$ cat src/rtl/skinny_sched_pkg.sv
// Shared constants and types for the masked Skinny-64 S-box sequencer.
package skinny_sched_pkg;

    localparam int unsigned NIBBLES  = 16;
    localparam int unsigned SBOX_LAT = 2;
    localparam int unsigned NSHARES  = 3;
    localparam int unsigned STATE_W  = 4 * NIBBLES;

    typedef enum logic [1:0] {
        StIdle,
        StFeed,
        StDrain,
        StDone
    } sched_state_e;

    typedef struct packed {
        logic       valid;
        logic [3:0] idx;
    } sched_tag_t;

endpackage

$ cat src/rtl/sched_tag_pipe.sv
// Shift register of nibble tags that mirrors the S-box pipeline latency.
module sched_tag_pipe
    import skinny_sched_pkg::*;
#(
    parameter int unsigned DEPTH = SBOX_LAT
) (
    input  logic       clk,
    input  logic       rst,
    input  sched_tag_t tag_in,
    output sched_tag_t tag_out
);

    sched_tag_t pipe_q [DEPTH];

    always_ff @(posedge clk) begin
        if (rst) begin
            for (int unsigned i = 0; i < DEPTH; i++) begin
                pipe_q[i] <= '0;
            end
        end else begin
            pipe_q[0] <= tag_in;
            for (int unsigned i = 1; i < DEPTH; i++) begin
                pipe_q[i] <= pipe_q[i-1];
            end
        end
    end

    assign tag_out = pipe_q[DEPTH-1];

endmodule

$ cat src/rtl/skinny_sbox_sched_d2.sv
// Feeds 16 nibbles of a 3-share state through one shared external S-box and reassembles
// the result. Optional macro SKINNY_SBOX_SCHED_ZEROIZE_EN wipes consumed and stale data.
module skinny_sbox_sched_d2
    import skinny_sched_pkg::*;
#(
    parameter int unsigned FRESH_W = 24
) (
    input  logic               clk,
    input  logic               rst,
    input  logic               start_i,
    output logic               busy_o,
    output logic               done_o,
    input  logic [STATE_W-1:0] state_s0_i,
    input  logic [STATE_W-1:0] state_s1_i,
    input  logic [STATE_W-1:0] state_s2_i,
    output logic [STATE_W-1:0] state_s0_o,
    output logic [STATE_W-1:0] state_s1_o,
    output logic [STATE_W-1:0] state_s2_o,
    input  logic [FRESH_W-1:0] fresh_i,
    output logic [3:0]         sb_x_s0_o,
    output logic [3:0]         sb_x_s1_o,
    output logic [3:0]         sb_x_s2_o,
    output logic [FRESH_W-1:0] sb_fresh_o,
    input  logic [3:0]         sb_y_s0_i,
    input  logic [3:0]         sb_y_s1_i,
    input  logic [3:0]         sb_y_s2_i
);

    localparam logic [3:0] LAST_IDX  = 4'(NIBBLES - 1);
    localparam logic [3:0] DRAIN_END = 4'(SBOX_LAT - 1);

    sched_state_e state_q, state_d;
    logic [3:0]   idx_q, idx_d;
    sched_tag_t   tag_in, tag_out;

    logic [STATE_W-1:0] inbuf_s0_q, inbuf_s1_q, inbuf_s2_q;
    logic [STATE_W-1:0] res_s0_q, res_s1_q, res_s2_q;

    always_comb begin
        state_d   = state_q;
        idx_d     = idx_q;
        busy_o    = 1'b0;
        done_o    = 1'b0;
        tag_in    = '0;
        sb_x_s0_o = 4'b0;
        sb_x_s1_o = 4'b0;
        sb_x_s2_o = 4'b0;
        unique case (state_q)
            StIdle: begin
                if (start_i) begin
                    state_d = StFeed;
                    idx_d   = 4'd0;
                end
            end
            StFeed: begin
                busy_o       = 1'b1;
                tag_in.valid = 1'b1;
                tag_in.idx   = idx_q;
                sb_x_s0_o    = inbuf_s0_q[{idx_q, 2'b00} +: 4];
                sb_x_s1_o    = inbuf_s1_q[{idx_q, 2'b00} +: 4];
                sb_x_s2_o    = inbuf_s2_q[{idx_q, 2'b00} +: 4];
                if (idx_q == LAST_IDX) begin
                    state_d = StDrain;
                    idx_d   = 4'd0;
                end else begin
                    idx_d = idx_q + 4'd1;
                end
            end
            // idx doubles as the drain counter
            StDrain: begin
                busy_o = 1'b1;
                if (idx_q == DRAIN_END) begin
                    state_d = StDone;
                    idx_d   = 4'd0;
                end else begin
                    idx_d = idx_q + 4'd1;
                end
            end
            StDone: begin
                done_o  = 1'b1;
                state_d = StIdle;
            end
            default: state_d = StIdle;
        endcase
    end

    always_ff @(posedge clk) begin
        if (rst) begin
            state_q <= StIdle;
            idx_q   <= 4'd0;
        end else begin
            state_q <= state_d;
            idx_q   <= idx_d;
        end
    end

    always_ff @(posedge clk) begin
        if (rst) begin
            inbuf_s0_q <= '0;
            inbuf_s1_q <= '0;
            inbuf_s2_q <= '0;
            res_s0_q   <= '0;
            res_s1_q   <= '0;
            res_s2_q   <= '0;
        end else begin
            if (state_q == StIdle && start_i) begin
                inbuf_s0_q <= state_s0_i;
                inbuf_s1_q <= state_s1_i;
                inbuf_s2_q <= state_s2_i;
            end
`ifdef SKINNY_SBOX_SCHED_ZEROIZE_EN
            if (state_q == StFeed) begin
                inbuf_s0_q[{idx_q, 2'b00} +: 4] <= 4'b0;
                inbuf_s1_q[{idx_q, 2'b00} +: 4] <= 4'b0;
                inbuf_s2_q[{idx_q, 2'b00} +: 4] <= 4'b0;
            end
            if (state_q == StDone) begin
                res_s0_q <= '0;
                res_s1_q <= '0;
                res_s2_q <= '0;
            end
`endif
            if (tag_out.valid) begin
                res_s0_q[{tag_out.idx, 2'b00} +: 4] <= sb_y_s0_i;
                res_s1_q[{tag_out.idx, 2'b00} +: 4] <= sb_y_s1_i;
                res_s2_q[{tag_out.idx, 2'b00} +: 4] <= sb_y_s2_i;
            end
        end
    end

    sched_tag_pipe #(
        .DEPTH (SBOX_LAT)
    ) u_tag_pipe (
        .clk     (clk),
        .rst     (rst),
        .tag_in  (tag_in),
        .tag_out (tag_out)
    );

    assign sb_fresh_o = fresh_i;
    assign state_s0_o = res_s0_q;
    assign state_s1_o = res_s1_q;
    assign state_s2_o = res_s2_q;

endmodule

$ cat config.mk
export PLATFORM = sky130hd
export DESIGN_NAME = skinny_sbox_sched_d2
export DESIGN_NICKNAME = d
export VERILOG_FILES = /design/src/rtl/skinny_sched_pkg.sv /design/src/rtl/sched_tag_pipe.sv /design/src/rtl/skinny_sbox_sched_d2.sv
export SDC_FILE = /design/constraint.sdc
export NUM_CORES = 1
export LEC_CHECK = 0
export BUFFER_PORTS_ARGS = -buffer_cell sky130_fd_sc_hd__buf_2
export CORE_UTILIZATION = 47
export DETAILED_ROUTE_END_ITERATION = 7
export PLACE_DENSITY = 0.76
export SETUP_SLACK_MARGIN = 0.3
export SLEW_MARGIN = 40
export SYNTH_ARGS = -nofsm -noshare
export SYNTH_HDL_FRONTEND = slang
export SYNTH_SLANG_ARGS = --single-unit
$ cat constraint.sdc
create_clock -name clk -period 2.1 [get_ports clk]
set_input_delay 0.21 -clock clk [delete_from_list [all_inputs] [get_ports clk]]
set_output_delay 0.21 -clock clk [all_outputs]
set_load 0.02 [all_outputs]
==> summary.md <==
| Metric | Value |
|---|---|
| Failing checks | `negative setup slack` |
| Final HPWL DP | `33500 um` |
| Layout cells sized above 1 | `31.24%` |
| Routed len/inst | `20.40 um` |
| Finished layout cell area | `0.02442 mm2` |
| Height of the die | `189.8 um` |
| Post-synthesis cell type count | `43` |
| Mapped cell area | `0.01658 mm2` |
| Reg clk slew, reported paths | `0.07 ns` |
| Via/cell ratio | `5.505` |
| Number of synthesized flops with an enable pin | `0` |
| Die area | `0.03603 mm2` |
| GP Congestion | `0.8782` |
| Hold Path Class | `primary input to register` |
| Crit-path max FO | `7` |
| PnR Total Power | `21.34 mW` |
| Final WS setup | `-0.4478 ns` |
| IO Count | `461` |
| Peak VDD IR | `0.7048 mV` |
| Placed cell areas | `0.01923 mm2` |
| Initial antenna violation count | `1` |
| Site Rows | `68` |
| Final ANT Viol Nets | `0` |
| CORE AREA | `0.03463 mm2` |
| Fmax | `392.5 MHz` |
| Avg Cell Area, Syn | `9.382 um2` |
| FF+latch count, synth | `400` |
| Crit share post-route | `121.3%` |
| Initial cell density of the core | `47.87%` |
| PwrDens | `873.8 mW/mm2` |
| NumNets Final | `2638` |
| Async SR Flop Fraction | `0%` |
| DIE WIDTH | `189.8 um` |
| First-pass GRT wire length | `86450 um` |
| # H-tree levels | `2` |
| CTS root buffer | `clkbuf_16` |
| IO Port Bufs | `412` |
| Drt drc | `0` |
| Synth Instances | `1767` |
| Clock Latency Late Sink | `0.57 ns` |
| Max_cap viols | `0` |
| Synth area leader | `dfxtp_1` |
| Largest net degree at the start of global routing | `111` |
| Post-Route WL | `58940 um` |
| Fin. Hold Viols | `0` |
| Post-Syn Nets | `2007` |
| Leak Pwr | `10.70 nW` |
| Sequential fraction of the synthesis area | `48.31%` |
| Area contributors post-synth | `dfxtp_1 (48%), mux2i_1 (12%), nand2_1 (9.2%), nand2b_1 (7.2%), mux4_2 (6.5%)` |
| Type of origin of the critical path | `register` |
| Setup crit end kind | `output port` |
| Top routing layer used | `met4` |
| Worst Max-Slew Pin Slew | `0.6081 ns` |
| WL met2 | `29230 um` |
| Vias | `15900` |
| WP data arrival | `2.34 ns` |
| Synth-to-layout area growth | `47.32%` |
| Vias in the first global route | `15910` |
| Ys flop type | `dfxtp_1` |
| DRT Pass-1 Iters | `6` |
| Unrepaired setup endpoints after global routing | `true` |
| Critical path class | `register to output port` |
| CTS tree | `done` |
| Clock Skews | `0.01906 ns` |
| Clk sinks | `400` |
| WP data required | `1.89 ns` |
| Fin crit period | `2.548 ns` |
| Remaining Overflow, GRT | `0` |
| Worst-case clock buffer depth | `3` |
| Rel. slew slack | `59.46%` |
| Post-synth top area share | `48.31%` |
| Drt first-iter violations | `1095` |
| TritonCTS buffer count | `43` |
| Synth warnings | `0` |
| Status | `finished with violations` |
| Final setup violation count | `13` |
| Wire length on met3 | `4671 um` |
| Routed length on met1 | `21810 um` |
| Final slew viol count | `0` |
| Gr usage total | `30.81%` |
[cell families after synthesis]
family                     Yosys count  share of synthesized area [%]
and+or+nand+nor                    704                          20.05
DFF                                400                          48.31
muxes                              245                          18.42
AOI/OAI and AO/OA                  244                          7.789
buffers and inverters              163                          4.657
adders and majority gates            9                         0.6793
xor gates and xnor gates             2                         0.1057
[Yosys cell counts (all sizes together), types with 3 or more instances]
cell type,n
mux4,48
and2,10
nor2,31
nand4,4
ha,9
buf,61
nor2b,11
inv,7
nand2b,191
a21oi,197
nand2,407
o21ai,25
nor3b,5
mux2i,197
nand3,28
a22oi,12
dfxtp,400
nor4,3
clkbuf,95
nor3,5
[power breakdown]
group	total (mW)	internal [mW]	switching, mW	leakage, nW
Clock	7.86	4.62	3.24	0.731
Sequential	8.73	8.28	0.455	3.26
Combinational	4.75	2.12	2.63	6.71
Total	21.3	15.0	6.32	10.7
[metrics by stage]
step / TNS (ns) / utilization (%) / std cells / setup WS (ns) / hold slack (ns)
5_1_grt: -5.148 / 70.52 / 2889 / -0.4735 / 0.001427
4_1_cts: -4.372 / 68.04 / 2853 / -0.4079 / 0.003208
3_5_place_dp: -0.002242 / 55.54 / 2538 / -0.002242 / 0.4201
3_3_place_gp: -0.006174 / 55.54 / 2538 / -0.006174 / 0.4201
6_report: -4.488 / 70.52 / 2889 / -0.4478 / 0.004481
2_1_floorplan: 0 / - / 1767 / 0.3034 / 0.3404
[cell usage in the layout, fill, tap and decap left out, types with 13 or more instances in the layout]
master / count
a21oi_1: 196
buf_12: 34
buf_2: 399
buf_4: 51
buf_6: 38
clkbuf_16: 50
clkbuf_8: 13
dfxtp_1: 393
dlygate4sd3_1: 198
mux2i_1: 188
mux4_2: 48
nand2_1: 403
nand2b_1: 191
nand3_1: 15
nor2_1: 28
[worst max-delay path, stage by stage (launching register included)]
cell and delay, ns:
dfxtp_4 0.37, buf_4 0.13, buf_12 0.13, buf_12 0.11
mux4_2 0.52, mux2i_1 0.21, o21ai_1 0.11, buf_4 0.17
[state kept, by name, summed over array words and instances (netlist names)]
name	flops
state_s1_o	64
u_tag_pipe.pipe_q	10
state_q	2
inbuf_s1_q	64
inbuf_s0_q	64
state_s0_o	64
state_s2_o	64
inbuf_s2_q	64
idx_q	4
[routing by layer]
layer	track usage, %	vias to the layer above
li1	-	7187
met1	34.55	7629
met2	54.93	897
met3	5.386	191
met4	17.56	0
met5	0	-
[area by class of cell]
type	count	area [um2]
diodes	1	2.502
clock buffers	63	1281
clock inverters	17	178.9
fillers	2342	10210
inverters	7	41.29
multi-input cells	1206	8401
flip-flops and latches	400	8034
well taps	455	569.3
repair buffers	740	5913
[path summary, 6_finish.rpt]
check	from	endpoint	slack (ns)	depth (start not counted)
max	idx_q[0]$_SDFFE_PP0P_	sb_x_s2_o[1]	-0.45	7
min	sb_y_s2_i[2]	state_s2_o[6]$_SDFFE_PP0P_	0.004	3
max reg2reg	idx_q[0]$_SDFFE_PP0P_	state_q[1]$_SDFFE_PP0P_	-0.05	9
min reg2reg	u_tag_pipe.pipe_q[0][4]$_SDFF_PP0_	u_tag_pipe.pipe_q[0][9]$_SDFF_PP0_	0.43	1
[what timing repair did]
| item | 4_1_cts | 5_1_grt |
|---|---|---|
| resized for setup | 108 | 114 |
| endpoints found under the setup margin | 146 | 150 |
| cloned | 9 | 6 |
| buffers inserted | 28 | 29 |
| hold endpoints to repair | 201 | 0 |
| pin swaps | 22 | 31 |
| hold buffers | 198 | 0 |
Note: power is estimated with default switching activity, not from simulation.
